==> src/rtl/mem_access_stage_pkg.sv <==
// Shared definitions for the MEM stage: access-size codes, FSM state codes,
// writeback control bit positions and the alignment rule.
package mem_access_stage_pkg;

  localparam logic [2:0] F3_B  = 3'b000;
  localparam logic [2:0] F3_H  = 3'b001;
  localparam logic [2:0] F3_W  = 3'b010;
  localparam logic [2:0] F3_BU = 3'b100;
  localparam logic [2:0] F3_HU = 3'b101;

  typedef logic [1:0] mem_state_t;
  localparam mem_state_t ST_IDLE = 2'd0;
  localparam mem_state_t ST_REQ  = 2'd1;
  localparam mem_state_t ST_RESP = 2'd2;
  localparam mem_state_t ST_DONE = 2'd3;

  // Bit positions inside the 3-bit WB field carried into MEM/WB
  localparam int WB_REG_WRITE  = 0;
  localparam int WB_MEM_TO_REG = 1;
  localparam int WB_PC_TO_REG  = 2;

  // Unused funct3 codes (011, 110, 111) behave as word accesses
  function automatic logic is_misaligned(input logic [2:0] funct3, input logic [1:0] addr_lo);
    logic mis;
    case (funct3[1:0])
      2'b00:   mis = 1'b0;
      2'b01:   mis = addr_lo[0];
      default: mis = (addr_lo != 2'b00);
    endcase
    return mis;
  endfunction

endpackage

==> src/rtl/mem_access_stage_align.sv <==
// Byte-lane steering: store byte enables / replicated write data, and
// load lane selection with sign or zero extension.
module mem_lane_align
  import mem_access_stage_pkg::*;
(
  input  logic [2:0]  funct3,
  input  logic [1:0]  addr_lo,
  input  logic [31:0] store_data,
  input  logic [31:0] load_data,
  output logic [3:0]  be,
  output logic [31:0] wdata,
  output logic [31:0] load_ext
);

  logic [31:0] lane_s;

  // Shift the addressed lane down to bit 0, then size and extend it
  always_comb begin
    lane_s = load_data >> {addr_lo, 3'b000};
    case (funct3)
      F3_B: begin
        be       = 4'b0001 << addr_lo;
        wdata    = {4{store_data[7:0]}};
        load_ext = {{24{lane_s[7]}}, lane_s[7:0]};
      end
      F3_BU: begin
        be       = 4'b0001 << addr_lo;
        wdata    = {4{store_data[7:0]}};
        load_ext = {24'd0, lane_s[7:0]};
      end
      F3_H: begin
        be       = addr_lo[1] ? 4'b1100 : 4'b0011;
        wdata    = {2{store_data[15:0]}};
        load_ext = {{16{lane_s[15]}}, lane_s[15:0]};
      end
      F3_HU: begin
        be       = addr_lo[1] ? 4'b1100 : 4'b0011;
        wdata    = {2{store_data[15:0]}};
        load_ext = {16'd0, lane_s[15:0]};
      end
      default: begin
        be       = 4'b1111;
        wdata    = store_data;
        load_ext = lane_s;
      end
    endcase
  end

endmodule

==> src/rtl/mem_access_stage.sv <==
// MEM pipeline stage: drives a request/grant/response data bus, stalls the
// front of the pipe while an access is outstanding and bubbles MEM/WB.
module mem_access_stage
  import mem_access_stage_pkg::*;
#(
  parameter int TIMEOUT_CYCLES = 64
) (
  input  logic        clk_i,
  input  logic        rst_i,
  input  logic        mem_read_i,
  input  logic        mem_write_i,
  input  logic [2:0]  funct3_i,
  input  logic [31:0] alu_ans_i,
  input  logic [31:0] rs2_data_i,
  input  logic [2:0]  WB_i,
  input  logic [4:0]  WBreg_i,
  input  logic [31:0] pc_add4_i,
  output logic [2:0]  WB_o,
  output logic [31:0] DM_o,
  output logic [31:0] alu_ans_o,
  output logic [4:0]  WBreg_o,
  output logic [31:0] pc_add4_o,
  output logic        stall_o,
  output logic        misalign_o,
  output logic        bus_err_o,
  output logic        dmem_req_o,
  output logic        dmem_we_o,
  output logic [31:0] dmem_addr_o,
  output logic [3:0]  dmem_be_o,
  output logic [31:0] dmem_wdata_o,
  input  logic        dmem_gnt_i,
  input  logic        dmem_rvalid_i,
  input  logic [31:0] dmem_rdata_i
);

  localparam int CNT_W = $clog2(TIMEOUT_CYCLES + 1);

  mem_state_t  state_r, state_s;
  logic [CNT_W-1:0] cnt_r;
  logic [31:0] addr_r, wdata_r, rdata_r;
  logic [3:0]  be_r;
  logic        we_r, err_r;
  logic        mem_op_s, mis_s, start_s, timeout_s;
  logic        capture_s, rcap_s, tmo_s;
  logic [3:0]  be_s;
  logic [31:0] wdata_s, load_ext_s;

  assign mem_op_s  = mem_read_i | mem_write_i;
  assign mis_s     = mem_op_s & is_misaligned(funct3_i, alu_ans_i[1:0]);
  assign start_s   = mem_op_s & ~mis_s;
  assign timeout_s = (cnt_r == CNT_W'(TIMEOUT_CYCLES - 1));

  // EX/MEM is frozen during a stall, so the live inputs also drive load extraction in DONE
  mem_lane_align u_align (
    .funct3     (funct3_i),
    .addr_lo    (alu_ans_i[1:0]),
    .store_data (rs2_data_i),
    .load_data  (rdata_r),
    .be         (be_s),
    .wdata      (wdata_s),
    .load_ext   (load_ext_s)
  );

  // Next-state decode for the bus handshake, including timeout abort
  always_comb begin
    state_s   = state_r;
    capture_s = 1'b0;
    rcap_s    = 1'b0;
    tmo_s     = 1'b0;
    case (state_r)
      ST_IDLE: begin
        if (start_s) begin
          state_s   = ST_REQ;
          capture_s = 1'b1;
        end else begin
          state_s = ST_IDLE;
        end
      end
      ST_REQ: begin
        if (dmem_gnt_i) begin
          if (we_r || dmem_rvalid_i) begin
            state_s = ST_DONE;
            rcap_s  = ~we_r & dmem_rvalid_i;
          end else begin
            state_s = ST_RESP;
          end
        end else if (timeout_s) begin
          state_s = ST_DONE;
          tmo_s   = 1'b1;
        end else begin
          state_s = ST_REQ;
        end
      end
      ST_RESP: begin
        if (dmem_rvalid_i) begin
          state_s = ST_DONE;
          rcap_s  = 1'b1;
        end else if (timeout_s) begin
          state_s = ST_DONE;
          tmo_s   = 1'b1;
        end else begin
          state_s = ST_RESP;
        end
      end
      ST_DONE: state_s = ST_IDLE;
      default: state_s = ST_IDLE;
    endcase
  end

  // State, timeout counter, latched request fields and captured read data
  always_ff @(posedge clk_i or negedge rst_i) begin
    if (!rst_i) begin
      state_r <= ST_IDLE;
      cnt_r   <= '0;
      addr_r  <= 32'd0;
      be_r    <= 4'd0;
      we_r    <= 1'b0;
      wdata_r <= 32'd0;
      rdata_r <= 32'd0;
      err_r   <= 1'b0;
    end else begin
      state_r <= state_s;
      if (state_s != state_r) begin
        cnt_r <= '0;
      end else if ((state_r == ST_REQ) || (state_r == ST_RESP)) begin
        cnt_r <= cnt_r + CNT_W'(1);
      end else begin
        cnt_r <= '0;
      end
      if (capture_s) begin
        addr_r  <= {alu_ans_i[31:2], 2'b00};
        be_r    <= be_s;
        we_r    <= mem_write_i;
        wdata_r <= wdata_s;
      end
      if (rcap_s) begin
        rdata_r <= dmem_rdata_i;
      end
      // err_r is only ever set on entry to DONE and clears when DONE is left
      if (state_r != ST_DONE) begin
        err_r <= tmo_s;
      end else begin
        err_r <= 1'b0;
      end
    end
  end

  // Pipeline-facing controls; held quiet while reset is asserted
  always_comb begin
    stall_o    = 1'b0;
    misalign_o = 1'b0;
    WB_o       = 3'd0;
    DM_o       = 32'd0;
    if (!rst_i) begin
      WB_o = 3'd0;
    end else begin
      case (state_r)
        ST_IDLE: begin
          misalign_o = mis_s;
          stall_o    = start_s;
          WB_o       = mem_op_s ? 3'd0 : WB_i;
        end
        ST_REQ, ST_RESP: begin
          stall_o = 1'b1;
          WB_o    = 3'd0;
        end
        ST_DONE: begin
          WB_o = err_r ? 3'd0 : WB_i;
          DM_o = (err_r || we_r) ? 32'd0 : load_ext_s;
        end
        default: begin
          WB_o = 3'd0;
        end
      endcase
    end
  end

  assign dmem_req_o   = (state_r == ST_REQ);
  assign dmem_we_o    = dmem_req_o & we_r;
  assign dmem_be_o    = dmem_req_o ? be_r : 4'd0;
  assign dmem_addr_o  = addr_r;
  assign dmem_wdata_o = wdata_r;
  assign bus_err_o    = err_r;

  assign alu_ans_o = alu_ans_i;
  assign WBreg_o   = WBreg_i;
  assign pc_add4_o = pc_add4_i;

endmodule

==> config.mk <==
export PLATFORM = sky130hd
export DESIGN_NAME = mem_access_stage
export DESIGN_NICKNAME = d
export VERILOG_FILES = /design/src/rtl/mem_access_stage_pkg.sv /design/src/rtl/mem_access_stage_align.sv /design/src/rtl/mem_access_stage.sv
export SDC_FILE = /design/constraint.sdc
export NUM_CORES = 1
export LEC_CHECK = 0
export ABC_AREA = 1
export CORE_MARGIN = 5
export CORE_UTILIZATION = 43
export DETAILED_ROUTE_END_ITERATION = 10
export HOLD_SLACK_MARGIN = 0.1
export PLACE_DENSITY_LB_ADDON = 0.1
export SYNTH_ARGS = -nofsm -noshare
export SYNTH_HDL_FRONTEND = slang
export SYNTH_SLANG_ARGS = --single-unit
==> constraint.sdc <==
create_clock -name clk_i -period 4.4 [get_ports clk_i]
set_clock_uncertainty 0.05 [all_clocks]
set_input_delay 0.44 -clock clk_i [delete_from_list [all_inputs] [get_ports clk_i]]
set_output_delay 0.44 -clock clk_i [all_outputs]
set_load 0.05 [all_outputs]
==> impl_metrics.env <==
export IMPL_synthXorXnorAreaFrac_pct=0.146
export IMPL_dpl_hpwl_mm=13.8
export IMPL_cts_setup_buffers=0
export IMPL_worstSetupPathType="input pin to output pin"
export IMPL_first_global_vias=5547
export IMPL_tightest_slew_ps=1030
export IMPL_max_slew_margin_pct=31.4
export IMPL_io_buffers=245
export IMPL_antenna_found_initial=1
export IMPL_synth_simple_area_share_pct=23.2
export IMPL_ant_nets=0
export IMPL_synthArstFlopShare_pct=100
export IMPL_ys_top_cells_by_area="dfrtp_1 (45%), nand2_1 (16%), buf_4 (9.0%)"
export IMPL_track_usage_pct=21.7
export IMPL_overflow=0
export IMPL_pwr_density_cell_nw_per_um2=657
export IMPL_seqCellArea_um2=2730
export IMPL_grt_max_degree=71
export IMPL_drt_iter0_drc=330
export IMPL_setup_viol=0
export IMPL_muxShareOfSynthArea_pct=0
export IMPL_htreeDepth=3
export IMPL_drc_errors=0
export IMPL_end_kind="output pin"
export IMPL_post_cts_resized=0
export IMPL_fin_nets=1090
export IMPL_clock_fmax_mhz=278
export IMPL_design_die_area_um2=16400
export IMPL_ys_ff_latch=109
export IMPL_leakage_uw=0.00404
export IMPL_synth_adder_area_share_pct=1.46
export IMPL_utilization_pct=62.4
export IMPL_die_h_um=128
export IMPL_synth_top_area_share_pct=45.5
export IMPL_core_area_um2=13800
export IMPL_grt_first_pass_wirelength_mm=28.5
export IMPL_synth_area_leader_cell="dfrtp_1"
export IMPL_timing_hold_ws_ps=189
export IMPL_yosysMostFrequentCell="nand2_1"
export IMPL_cp_cell_sequence="clkdlybuf4s50_1 > inv_2 > nand2_1 > nand2_1 > nand2_1 > a21oi_1 > clkdlybuf4s50_1"
export IMPL_cp_arrival_ps=3110
export IMPL_slowest_delay_ps=850
export IMPL_ir_drop_uv=315
export IMPL_path_clk_slew_ps=70
export IMPL_post_drt_wl_per_cell_um=16.0
export IMPL_rows=43
export IMPL_cts_inserted_buffers=9
export IMPL_status="finished, final reports clean"
export IMPL_crit_path_start_kind="input pin"
export IMPL_dp_cells=1107
export IMPL_crit_top_cell="nand2_1"
export IMPL_setup_tns_ps=0
export IMPL_maxCapViolations=0
export IMPL_vias=5548
export IMPL_synth_edf_count=0
export IMPL_grt_setup_unrepaired="false"
export IMPL_synth_cells_most_frequent="nand2_1 (252), dfrtp_1 (109), buf_4 (72)"
export IMPL_synth_seq_area_share_pct=45.5
export IMPL_critPathRequiredTime_ps=3910
export IMPL_tritoncts="yes"
export IMPL_crit_fanout=23
export IMPL_fin_crit_ps=3600
export IMPL_yosys_warnings=0
export IMPL_multi_input_area_um2=2310
export IMPL_synthDistinctLibCells=33
export IMPL_synth_compound_area_share_pct=13.5
export IMPL_insertion_delay_ps=350
export IMPL_synth_cells=784
export IMPL_drt_first_pass_iters=4
export IMPL_ios=322
export IMPL_period_share_pct=81.9
export IMPL_drt_wl_total_mm=17.9
export IMPL_final_instance_count_excl_fill=1122
export IMPL_clock_sinks=109
export IMPL_finalHoldViolations=0
export IMPL_syn_area_per_cell_um2=7.65
export IMPL_min_path_type="input pin to asynchronous set/reset pin"
export IMPL_cp_slowest_cell="clkdlybuf4s50_1"
export IMPL_fillers=1250
export IMPL_path_buf_inv=3
export IMPL_cts_hold_buffers_added=0
export IMPL_drive_above_1_share_pct=7.23
export IMPL_gp_congestion=0.868
export IMPL_cts_root_buf="clkbuf_16"
export IMPL_synth_ff_type="dfrtp_1"
export IMPL_cts_path_max_buffers=2
export IMPL_synth_area_um2=6000
export IMPL_synth_top_family_by_area="simple AND/OR/NAND/NOR gates"
export IMPL_area_delta_synth_final_pct=43.3
export IMPL_viasPerCell=4.94
export IMPL_path_delay_family="buffers and inverters"
export IMPL_initial_core_util_pct=43.5
export IMPL_die_w_um=128
export IMPL_drv_slew=0
placed cells by master (no fill, tap or decap), types with 2 or more instances in the layout:
cell type and instances:
a21oi_1 59, a22oi_1 7, a31oi_1 12, buf_12 25, buf_4 10, bufinv_16 3
clkbuf_16 9, clkdlybuf4s50_1 218, conb_1 2, dfrtp_1 109, ha_1 7, inv_1 58
inv_2 4, inv_6 2, nand2_1 252, nand2_2 5, nand2_4 2, nand3_1 28
nor2_1 48, o211ai_1 7, o21ai_0 56, o21ai_1 3, o31ai_1 2, or2_2 3
report_power, final:
| group | total (µW) | leakage [µW] | switching (µW) | internal, µW |
|---|---|---|---|---|
| Combinational | 3020 | 0.00254 | 2030 | 991 |
| Sequential | 1710 | 0.00134 | 282 | 1430 |
| Clock | 913 | 0.000162 | 358 | 554 |
| Total | 5640 | 0.00404 | 2670 | 2980 |
logic make-up (layout without fill, tap and decap cells):
kind of cell / after synthesis / count (layout)
buf+inv: 174 / 330
flops: 109 / 109
other cells: 1 / 3
fa+ha+maj: 7 / 7
xor+xnor: 1 / 1
simple gates: 343 / 343
compound gates: 149 / 149
per-layer routing:
| layer | vias to the layer above | track usage, % | wire length (µm) |
|---|---|---|---|
| met5 | - | 0 | 0 |
| met4 | 0 | 8.05 | 444 |
| met3 | 37 | 6.63 | 1700 |
| met2 | 246 | 35.8 | 8660 |
| met1 | 2539 | 26.7 | 7140 |
| li1 | 2726 | - | - |
cell type report:
class	instances	area share [%]
clock inverters	5	1.25
clock buffers	9	2.62
well taps	180	2.62
multi-input cells	502	26.9
diodes	1	0.0291
flip-flops and latches	109	31.7
inverters	63	2.78
repair buffers	253	32.1
flip-flops by register name, indices dropped and copies added, names as in the netlist:
register      flops
be_r              4
bus_err_o         1
cnt_r             7
dmem_addr_o      30
dmem_wdata_o     32
rdata_r          32
state_r           2
we_r              1
path summary, 6_finish.rpt:
check / start / to / slack [ps] / cells past startpoint
worst min-delay path: rst_i / cnt_r[0]$_DFF_PN0_ / 190 / 2
worst min register to register: dmem_addr_o[10]$_DFFE_PN0P_ / dmem_addr_o[10]$_DFFE_PN0P_ / 430 / 2
worst max register to register: state_r[0]$_DFF_PN0_ / dmem_wdata_o[23]$_DFFE_PN0P_ / 2170 / 8
worst max-delay path: alu_ans_i[0] / DM_o[7] / 800 / 7
min in group clk_i: dmem_addr_o[10]$_DFFE_PN0P_ / dmem_addr_o[10]$_DFFE_PN0P_ / 430 / 2
max in group asynchronous: rst_i / dmem_wdata_o[8]$_DFFE_PN0P_ / 2970 / 3
metrics by stage:
| stage | total power, µW | instance area (µm²) | setup slack (ps) |
|---|---|---|---|
| floorplan | 3770 | 6000 | 1570 |
| global placement | 4720 | 8260 | 876 |
| detailed placement | 4780 | 8260 | 848 |
| CTS | 5710 | 8590 | 840 |
| global route | 5980 | 8590 | 646 |
| finish | 5640 | 8590 | 797 |
Note: power is estimated with default switching activity, not from simulation.
